$ cat src/rtl/serial_adder.sv
// rtl/serial_adder.sv - bit-serial LSB-first word adder with valid/ready in and out
// Define SERIAL_ADDER_CIN_EN to add the in_cin carry-in port (sampled on accept).
module serial_adder #(
  parameter int WIDTH = 8
) (
  input  logic             clk,
  input  logic             rst_n,
  input  logic             in_valid,
  output logic             in_ready,
  input  logic [WIDTH-1:0] in_a,
  input  logic [WIDTH-1:0] in_b,
`ifdef SERIAL_ADDER_CIN_EN
  input  logic             in_cin,
`endif
  output logic             o_valid,
  input  logic             o_ready,
  output logic [WIDTH-1:0] o_sum,
  output logic             o_carry
);

  localparam int CW = (WIDTH > 1) ? $clog2(WIDTH) : 1;
  localparam logic [CW-1:0] LAST = CW'(WIDTH - 1);

  typedef enum logic [1:0] {IDLE, RUN, DONE} state_t;

  state_t            state, state_nxt;
  logic [WIDTH-1:0]  a_sh, b_sh, sum_q;
  logic [CW-1:0]     cnt;
  logic              carry;
  logic              cin0;
  logic              p, g, s, c_nxt;

`ifdef SERIAL_ADDER_CIN_EN
  assign cin0 = in_cin;
`else
  assign cin0 = 1'b0;
`endif

  // Full adder built from two half-adder stages: (a,b) -> (p,g), then (p,carry).
  assign p     = a_sh[0] ^ b_sh[0];
  assign g     = a_sh[0] & b_sh[0];
  assign s     = p ^ carry;
  assign c_nxt = g | (p & carry);

  always_ff @(posedge clk or negedge rst_n) begin
    if (!rst_n) state <= IDLE;
    else        state <= state_nxt;
  end

  always_comb begin
    state_nxt = state;
    case (state)
      IDLE:    if (in_valid)     state_nxt = RUN;
      RUN:     if (cnt == LAST)  state_nxt = DONE;
      DONE:    if (o_ready)      state_nxt = IDLE;
      default:                   state_nxt = IDLE;
    endcase
  end

  always_ff @(posedge clk or negedge rst_n) begin
    if (!rst_n) begin
      a_sh  <= '0;
      b_sh  <= '0;
      sum_q <= '0;
      cnt   <= '0;
      carry <= 1'b0;
    end else begin
      case (state)
        IDLE: if (in_valid) begin
          a_sh  <= in_a;
          b_sh  <= in_b;
          sum_q <= '0;
          cnt   <= '0;
          carry <= cin0;
        end
        RUN: begin
          // Operands shift right so bit i is always at position 0; sum fills from the MSB.
          a_sh  <= a_sh >> 1;
          b_sh  <= b_sh >> 1;
          sum_q <= {s, sum_q[WIDTH-1:1]};
          carry <= c_nxt;
          cnt   <= cnt + CW'(1);
        end
        default: ;
      endcase
    end
  end

  assign in_ready = (state == IDLE);
  assign o_valid  = (state == DONE);
  assign o_sum    = sum_q;
  assign o_carry  = carry;

endmodule

$ cat config.mk
export PLATFORM = sky130hd
export DESIGN_NAME = serial_adder
export DESIGN_NICKNAME = d
export VERILOG_FILES = /design/src/rtl/serial_adder.sv
export SDC_FILE = /design/constraint.sdc
export NUM_CORES = 1
export LEC_CHECK = 0
export CORE_MARGIN = 2
export CORE_UTILIZATION = 46
export CTS_CLUSTER_SIZE = 10
export DETAILED_ROUTE_END_ITERATION = 8
export PLACE_DENSITY_LB_ADDON = 0.3
export SYNTH_ARGS = -nofsm -noshare
export SYNTH_HDL_FRONTEND = slang
export SYNTH_SLANG_ARGS = --single-unit
$ cat constraint.sdc
create_clock -name clk -period 1.7 [get_ports clk]
set_clock_uncertainty 0.2 [all_clocks]
set_input_delay 0.255 -clock clk [delete_from_list [all_inputs] [get_ports clk]]
set_output_delay 0.255 -clock clk [all_outputs]
set_load 0.05 [all_outputs]
==> results.toml, run 1 <==
[yosys]
yosysWarnings = 0
yosys-top-cells-count = "dfrtp_1 (30), inv_1 (16), a22o_1 (12)"
synthFlopType = "dfrtp_1"
yosysMostFrequentCell = "dfrtp_1"
syn_nets = 147
ys_types = 25
async_flop_share_pct = 100
synthTopCellsByArea = "dfrtp_1 (51%), a22o_1 (7.2%), nor4b_1 (6.6%), a211oi_1 (5.6%), nor3b_1 (5.6%)"
syn_avg_cell_area_um2 = 11.8
synth_seq_cells = 30
synth_edf_count = 0
synth_top_area_cell = "dfrtp_1"
ys_seq_area_share_pct = 51.2
netlist_area_um2 = 1470
synthCells = 124
synth_top_area_share_pct = 51.2

[power_and_ir_drop]
clkPwrFrac_pct = 11.8
ir_drop_mv = 1.12
power_mw = 3.78
power_switching_mw = 1.52
p_sw_share_pct = 40.4
powerDensity_nw_per_um2 = 1900
seqPwrFrac_pct = 34.9
leakage_nw = 0.862
power.internal_mw = 2.25
pwr-share-comb_pct = 53.2

[clocking]
path_clk_slew_ns = 0.10
cts-root-buf = "clkbuf_4"
tritoncts = "done"
cts_buffers = 5
htree_levels = 2
clk_latency_ns = 0.33
cts.path.max_buffers = 2
ctsHoldBuffers = 0
clock_sinks = 30

[final_layout]
nets = 182
stdcell_area_um2 = 1990
fillers = 262
num_antenna_cells = 0
seqCellArea_um2 = 752
syn2layout_area_growth_pct = 36.0
final_core_util_pct = 65.2
post_route_cells_drive_above_1_share_pct = 21.3
multi_input_area_um2 = 576
layoutNonFillerInstCount = 204

[detailed_routing]
met1_length_mm = 1.42
maxUsedRoutingLayer = "met4"
routedWlPerCell_um = 14.8
wl_met2_mm = 1.38
vias = 1095
routed_wl_mm = 3.03
routed_via_density = 5.37
antenna_left = 0
drt_iter0_drc = 56
first_pass_iters = 4
drc = 0
dr_wl_met3_um = 182

[run]
maxCapViolCount = 0

[place]
gp_congestion = 0.821
placed_cells = 193
placed_area_um2 = 1890
io_buffers = 30
dp.final_hpwl_mm = 2.00

[die]
core_um2 = 3050
die_x_um = 60.4
initial_utilization_pct = 48.0
die_area_um2 = 3650
die_y_um = 60.4
fp-row-count = 20
num_io_pins = 31

[global_routing]
overflow = 0
antenna_found_initial = 0
grt_start_max_net_pins = 31
grt_pass1_vias = 1145
grt_pass1_wl_mm = 5.39
grt_use_total_pct = 20.3

[timing]
fin_crit_ns = 1.66
holdWs_ns = 0.0937
slew-limit-headroom_pct = 58.2
setup_viol = 0
rsz0062_at_grt = "true"
slew_viol_final = 0
min_period_over_period_pct = 97.5
clock.fmax_ghz = 0.603
finalHoldViolations = 0
worst_pin_slew_ns = 0.625

[setup_path]
critPathArrivalTime_ns = 1.20
crit_fanout = 5
critPathLaunchType = "flip-flop"
cp.required_ns = 1.24
critPathCaptureType = "output port"
worst-setup-path-type = "flip-flop to output port"

[worst_hold_path]
hold_path.class = "input port to async pin"

[run_status]
outcome = "finished clean"
==> layout by cell type (no fill, tap or decap), types with 2 or more instances in the layout <==
cell type	Yosys	routed
clkbuf_4	0	5
clkdlybuf4s50_1	0	19
nor4b_1	11	11
nand2b_1	2	2
dfrtp_1	30	29
nor3b_1	11	11
buf_4	2	9
inv_1	16	16
buf_12	0	11
a22o_1	12	12
nor2b_1	4	3
a211oi_1	11	11
ha_1	2	2
a222oi_1	3	3
==> cells by family (layout without fill, tap and decap cells) <==
kind of cell	Yosys count	in the layout	share of synthesized area, %
adders and majority gates	3	3	3.07
buffers and inverters	28	64	10.6
DFF	30	30	51.2
muxes	1	1	0.769
AOI/OAI and AO/OA	30	30	17.8
and+or+nand+nor	32	32	16.6
==> sequential cells by signal, summed over array words and instances (netlist names) <==
| register | flops |
|---|---|
| a_sh | 8 |
| b_sh | 8 |
| o_sum | 8 |
| cnt | 3 |
| state | 2 |
| o_carry | 1 |
==> metal layers <==
metal / global-route usage (%) / vias to the layer above
li1: - / 522
met5: 0 / -
met3: 6.61 / 5
met1: 27.2 / 538
met2: 31.5 / 30
met4: 6.52 / 0
==> stage by stage <==
stage,TNS [ns],setup slack [ns]
2_1_floorplan,0,0.0555
3_3_place_gp,-1.49,-0.0875
3_5_place_dp,-1.67,-0.117
4_1_cts,0,0.00936
5_1_grt,-0.0753,-0.0195
6_report,0,0.0419
==> power groups by stage <==
stage | logic, mW | clock network (mW) | registers, mW
after floorplan | 0.999 | 0 | 1.57
after global placement | 1.90 | 0 | 1.33
after detailed placement | 1.94 | 0 | 1.35
after CTS | 2.02 | 0.462 | 1.32
after global routing | 2.18 | 0.498 | 1.36
final | 2.01 | 0.447 | 1.32
==> final timing paths <==
kind / startpoint / endpoint / slack [ns] / depth (start not counted)
worst min register to register: b_sh[7]$_DFFE_PN0P_ / b_sh[7]$_DFFE_PN0P_ / 0.30 / 1
max in group asynchronous: rst_n / state[0]$_DFFE_PN0P_ / 0.90 / 2
worst max-delay path: state[0]$_DFFE_PN0P_ / in_ready / 0.04 / 3
worst max register to register: state[0]$_DFFE_PN0P_ / cnt[0]$_DFFE_PN0P_ / 0.07 / 3
worst min-delay path: rst_n / a_sh[2]$_DFFE_PN0P_ / 0.09 / 2
min in group clk: b_sh[7]$_DFFE_PN0P_ / b_sh[7]$_DFFE_PN0P_ / 0.30 / 1
==> final cells by class <==
class                           count  area share, %
Clock buffer                        7           2.76
Multi-Input combinational cell     66           28.9
Tap cell                           44           2.76
Sequential cell                    30           37.8
Clock inverter                      1          0.251
Inverter                           16           3.02
Timing Repair Buffer               40           24.6
==> worst max-delay path, cell delays in order, from the launching register on <==
cell and delay [ns]:
dfrtp_2 0.42, buf_4 0.16, nor2_4 0.14, buf_12 0.15
==> what timing repair did <==
item / 4_1_cts / 5_1_grt
buffers inserted: 3 / 0
pin swaps: 0 / 3
setup endpoints to repair: 2 / 15
resized for setup: 3 / 2
Note: power is estimated with default switching activity, not from simulation.
==> run 2: changes to the inputs <==
--- a/config.mk
+++ b/config.mk
@@ -7,9 +7,11 @@
 export LEC_CHECK = 0
 export CORE_MARGIN = 2
 export CORE_UTILIZATION = 46
+export CTS_BUF_LIST = sky130_fd_sc_hd__clkbuf_2
 export CTS_CLUSTER_SIZE = 10
 export DETAILED_ROUTE_END_ITERATION = 8
 export PLACE_DENSITY_LB_ADDON = 0.3
+export SKIP_CTS_REPAIR_TIMING = 1
 export SYNTH_ARGS = -nofsm -noshare
 export SYNTH_HDL_FRONTEND = slang
 export SYNTH_SLANG_ARGS = --single-unit
==> run 2 against run 1 <==
Effect of this change:
- the run now ends with negative setup slack left
- critical path type unchanged
- maximum frequency is 3.3% lower
- clock-buffer cell count decreased by 1
- largest cell class unchanged
- global-route usage decreased by 0.62 points
- via count increased by 2.6%
- flip-flop and latch count unchanged
==> results.toml, run 2 (synthesis gave the netlist of run 1 again) <==
[setup_path]
regToRegStartpoint = "state[1]$_DFFE_PN0P_"
worst-setup-path-type = "flip-flop to output port"
critPathCaptureType = "output port"
cp.required_ns = 1.24
critPathLaunchType = "flip-flop"
critPathArrivalTime_ns = 1.26
crit_fanout = 4
critPathLaunch = "state[0]$_DFFE_PN0P_"

[run_status]
violations = "negative setup slack"
outcome = "complete, but fails checks"

[die]
core_um2 = 3050
die_y_um = 60.4
num_io_pins = 31
die_area_um2 = 3650
fp-row-count = 20
die_x_um = 60.4
initial_utilization_pct = 48.0

[place]
placed_cells = 193
gp_congestion = 0.821
io_buffers = 30
dp.final_hpwl_mm = 2.00

[timing]
setup_viol = 1
slew_viol_final = 0
clock.fmax_ghz = 0.583
slew-limit-headroom_pct = 64.8
finalHoldViolations = 0
rsz0062_at_grt = "true"
worst_pin_slew_ns = 0.528
min_period_over_period_pct = 101
fin_crit_ns = 1.72
setup_ws_ns = -0.0152

[detailed_routing]
routed_wl_mm = 3.25
routed_via_density = 5.40
drc = 0
antenna_left = 0
routedWlPerCell_um = 15.6
drt_iter0_drc = 92
vias = 1124
first_pass_iters = 4

[worst_hold_path]
hold_path.class = "input port to async pin"

[clocking]
cts-root-buf = "clkbuf_2"
path_clk_slew_ns = 0.16
htree_levels = 2
clk_latency_ns = 0.37
clock_sinks = 30
cts.path.max_buffers = 2
cts_buffers = 5
tritoncts = "done"

[power_and_ir_drop]
power_mw = 3.74
leakage_nw = 0.879
ir_drop_mv = 1.02
powerDensity_nw_per_um2 = 1860

[final_layout]
nets = 186
final_cell_mix = "dfrtp_1 (28), clkdlybuf4s50_1 (19), inv_1 (16)"
layout_commonest_cell = "dfrtp_1"
num_antenna_cells = 0
post_route_cells_drive_above_1_share_pct = 23.8
syn2layout_area_growth_pct = 37.1
layoutNonFillerInstCount = 208

[global_routing]
grt_pass1_vias = 1130
overflow = 0
grt_pass1_wl_mm = 5.23
antenna_found_initial = 0
grt_start_max_net_pins = 31
grt_use_total_pct = 19.7

[run]
maxCapViolCount = 0
-- run 2: cell types whose count changed in the layout (fill, tap and decap cells not counted), sizes merged --
cell	delta
o21bai	+1
clkinv	+1
buf	+3
clkbuf	-1
-- run 2: critical path, stage by stage, from the launching register on --
cell and delay [ns]:
dfrtp_2 0.47, buf_6 0.13, nor2b_4 0.14, buf_12 0.15
-- run 2: worst paths after layout --
kind | end | slack, ns | depth (start not counted)
setup / recovery | o_valid | -0.02 | 3
hold / removal | b_sh[0]$_DFFE_PN0P_ | 0.05 | 2
setup reg to reg | a_sh[6]$_DFFE_PN0P_ | 0.15 | 3
hold reg to reg | b_sh[7]$_DFFE_PN0P_ | 0.31 | 1
max in group asynchronous | state[1]$_DFFE_PN0P_ | 0.95 | 2
min in group clk | b_sh[7]$_DFFE_PN0P_ | 0.31 | 1
-- run 2: layout make-up --
type | instances | area [um2]
Clock inverter | 2 | 8.76
Tap cell | 44 | 55.1
Multi-Input combinational cell | 67 | 587
Timing Repair Buffer | 43 | 515
Fill cell | 259 | 1040
Sequential cell | 30 | 753
Clock buffer | 6 | 30.0
Inverter | 16 | 60.1
-- run 2: through the flow --
| step | hold WS (ns) | utilization [%] | setup WS [ns] | area (um2) | TNS [ns] |
|---|---|---|---|---|---|
| after global placement | 0.282 | 62.0 | -0.0875 | 1890 | -1.49 |
| after global routing | 0.0456 | 65.8 | -0.0818 | 2010 | -0.152 |
| final | 0.0540 | 65.8 | -0.0152 | 2010 | -0.0152 |
| after detailed placement | 0.282 | 62.0 | -0.117 | 1890 | -1.67 |
| after floorplan | -0.241 | - | 0.0555 | 1470 | 0 |
| after CTS | 0.0520 | 63.3 | -0.177 | 1930 | -0.317 |
-- run 2: report_power, final --
part / leakage, nW / switching, mW / internal, mW
Combinational: 0.486 / 1.02 / 1.05
Sequential: 0.363 / 0.281 / 1.05
Clock: 0.0304 / 0.242 / 0.101
Total: 0.879 / 1.55 / 2.20
-- run 2: metal layers --
| metal | up-vias | GRT usage (%) | share of wire, % |
|---|---|---|---|
| met5 | - | 0 | 0 |
| met1 | 549 | 26.3 | 46 |
| met3 | 6 | 6.61 | 6.2 |
| met4 | 0 | 6.52 | 1.3 |
| li1 | 530 | - | - |
| met2 | 39 | 30.4 | 46 |
==> run 3: changes to the inputs <==
--- a/config.mk
+++ b/config.mk
@@ -6,7 +6,7 @@
 export NUM_CORES = 1
 export LEC_CHECK = 0
 export CORE_MARGIN = 2
-export CORE_UTILIZATION = 46
+export CORE_UTILIZATION = 47
 export CTS_BUF_LIST = sky130_fd_sc_hd__clkbuf_2
 export CTS_CLUSTER_SIZE = 10
 export DETAILED_ROUTE_END_ITERATION = 8
==> run 3 against run 2 <==
Effect of this change:
- the run now ends clean
- worst setup slack gained 0.024 ns
- maximum frequency grew 1.4%
- clock-buffer cell count unchanged
- final area down 3.1%
- power is 2.2% lower
- non-clock buffer count decreased by 4
- clock power barely moved
- via count fell by 1.1%
- flip-flop and latch count is the same
- utilization fell by 0.99 points
- sequential share of layout area increased by 1.2 points
- global-route usage grew 1.1 points
- critical path type unchanged
- highest routed layer unchanged
==> results.toml, run 3 (synthesis gave the netlist of run 1 again) <==
[timing]
worst_pin_slew_ns = 0.639
fin_crit_ns = 1.69
min_period_over_period_pct = 99.5
fin_tns_setup_ns = 0
slew_viol_final = 0
setup_viol = 0
slew-limit-headroom_pct = 57.3
clock.fmax_ghz = 0.591
rsz0062_at_grt = "true"
finalHoldViolations = 0

[setup_path]
regToRegStartpoint = "state[0]$_DFFE_PN0P_"
max_stage_delay_ns = 0.51
cp.required_ns = 1.24
worst-setup-path-type = "flip-flop to output port"
critPathCaptureType = "output port"
critPathLaunchType = "flip-flop"
worst_path_max_delay_cell = "dfrtp_2"
timing.rr.end = "cnt[0]$_DFFE_PN0P_"
crit_fanout = 7
r2r_cells = 2
crit_chain = "nor2_4 -> buf_12"
critPathArrivalTime_ns = 1.24
reg2reg_setup_slack_ns = 0.13

[clocking]
clock_sinks = 30
cts_buffers = 5
path_clk_slew_ns = 0.15
htree_levels = 2
clk_latency_ns = 0.36
cts.path.max_buffers = 2
cts-root-buf = "clkbuf_2"
tritoncts = "done"

[global_routing]
antenna_found_initial = 0
grt_pass1_wl_mm = 5.38
grt_use_total_pct = 20.8
grt_start_max_net_pins = 31
grt_pass1_vias = 1176
overflow = 0

[power_and_ir_drop]
p_sw_share_pct = 41.6
ir_drop_mv = 1.15
seqPwrFrac_pct = 36.8
clkPwrFrac_pct = 9.4
powerDensity_nw_per_um2 = 1880
power_switching_mw = 1.52
pwr-share-comb_pct = 53.7
power.internal_mw = 2.14
leakage_nw = 0.849
power_mw = 3.66

[final_layout]
syn2layout_area_growth_pct = 32.9
post_route_cells_drive_above_1_share_pct = 21.4
final_cell_mix = "dfrtp_1 (28), clkdlybuf4s50_1 (19), inv_1 (16)"
num_antenna_cells = 0
final_core_util_pct = 64.8
nets = 181
layout_commonest_cell = "dfrtp_1"
stdcell_area_um2 = 1950

[run]
maxCapViolCount = 0

[detailed_routing]
dr_wl_met3_um = 164
vias = 1112
met1_length_mm = 1.43
first_pass_iters = 4
routed_wl_mm = 3.09
routed_via_density = 5.79
maxUsedRoutingLayer = "met4"
drt_iter0_drc = 65
wl_met2_mm = 1.43
routedWlPerCell_um = 16.1
antenna_left = 0
drc = 0

[die]
fp-row-count = 20
die_x_um = 59.8
die_y_um = 59.8
core_um2 = 3000
die_area_um2 = 3580
initial_utilization_pct = 48.8
num_io_pins = 31

[place]
placed_area_um2 = 1880
dp.final_hpwl_mm = 2.12
gp_congestion = 0.727
io_buffers = 30

[worst_hold_path]
hold_path.class = "input port to async pin"

[run_status]
outcome = "finished clean"
==> run 3: worst max-delay path by stage <==
stage,start,cells past startpoint,slack (ns),end
after floorplan,o_carry$_DFFE_PN0P_,2,0.06,o_sum[7]$_DFFE_PN0P_
after global placement,in_valid,3,-0.09,cnt[0]$_DFFE_PN0P_
after detailed placement,in_valid,3,-0.12,a_sh[5]$_DFFE_PN0P_
after CTS,state[0]$_DFFE_PN0P_,2,-0.12,in_ready
after global routing,state[0]$_DFFE_PN0P_,2,-0.05,in_ready
final,state[0]$_DFFE_PN0P_,2,0.009,in_ready
==> run 3: per-stage QoR <==
stage | std cells | hold WS, ns | setup slack (ns)
6_report | 192 | 0.0585 | 0.00923
5_1_grt | 192 | 0.0985 | -0.0516
4_1_cts | 190 | 0.0661 | -0.122
3_5_place_dp | 182 | 0.299 | -0.119
3_3_place_gp | 182 | 0.287 | -0.0895
2_1_floorplan | 124 | -0.241 | 0.0555
==> run 3: cell type report <==
type                    instances  area, um2
clock buffers                   6       30.0
clock inverters                 2       8.76
fillers                       243       1060
inverters                      16       60.1
multi-input cells              66        576
flip-flops and latches         30        753
well taps                      33       41.3
repair buffers                 39        478
==> run 3: power by group through the flow <==
| stage | registers, mW | logic, mW | clock network [mW] |
|---|---|---|---|
| after global placement | 1.33 | 1.87 | 0 |
| after floorplan | 1.57 | 0.999 | 0 |
| after global routing | 1.40 | 2.14 | 0.380 |
| final | 1.35 | 1.97 | 0.345 |
| after CTS | 1.34 | 1.94 | 0.350 |
| after detailed placement | 1.35 | 1.94 | 0 |
==> run 3: critical path: cells and delay by family, from the launching register on <==
| kind | cells | cell delay, ns |
|---|---|---|
| buffers and inverters | 1 | 0.16 |
| flip-flops | 1 | 0.51 |
| AND/OR/NAND/NOR | 1 | 0.20 |
==> run 3: layer usage <==
layer,GRT usage [%],vias to the layer above
li1,-,521
met1,28.1,554
met2,30.7,30
met3,5.63,7
met4,10.2,0
met5,0,-
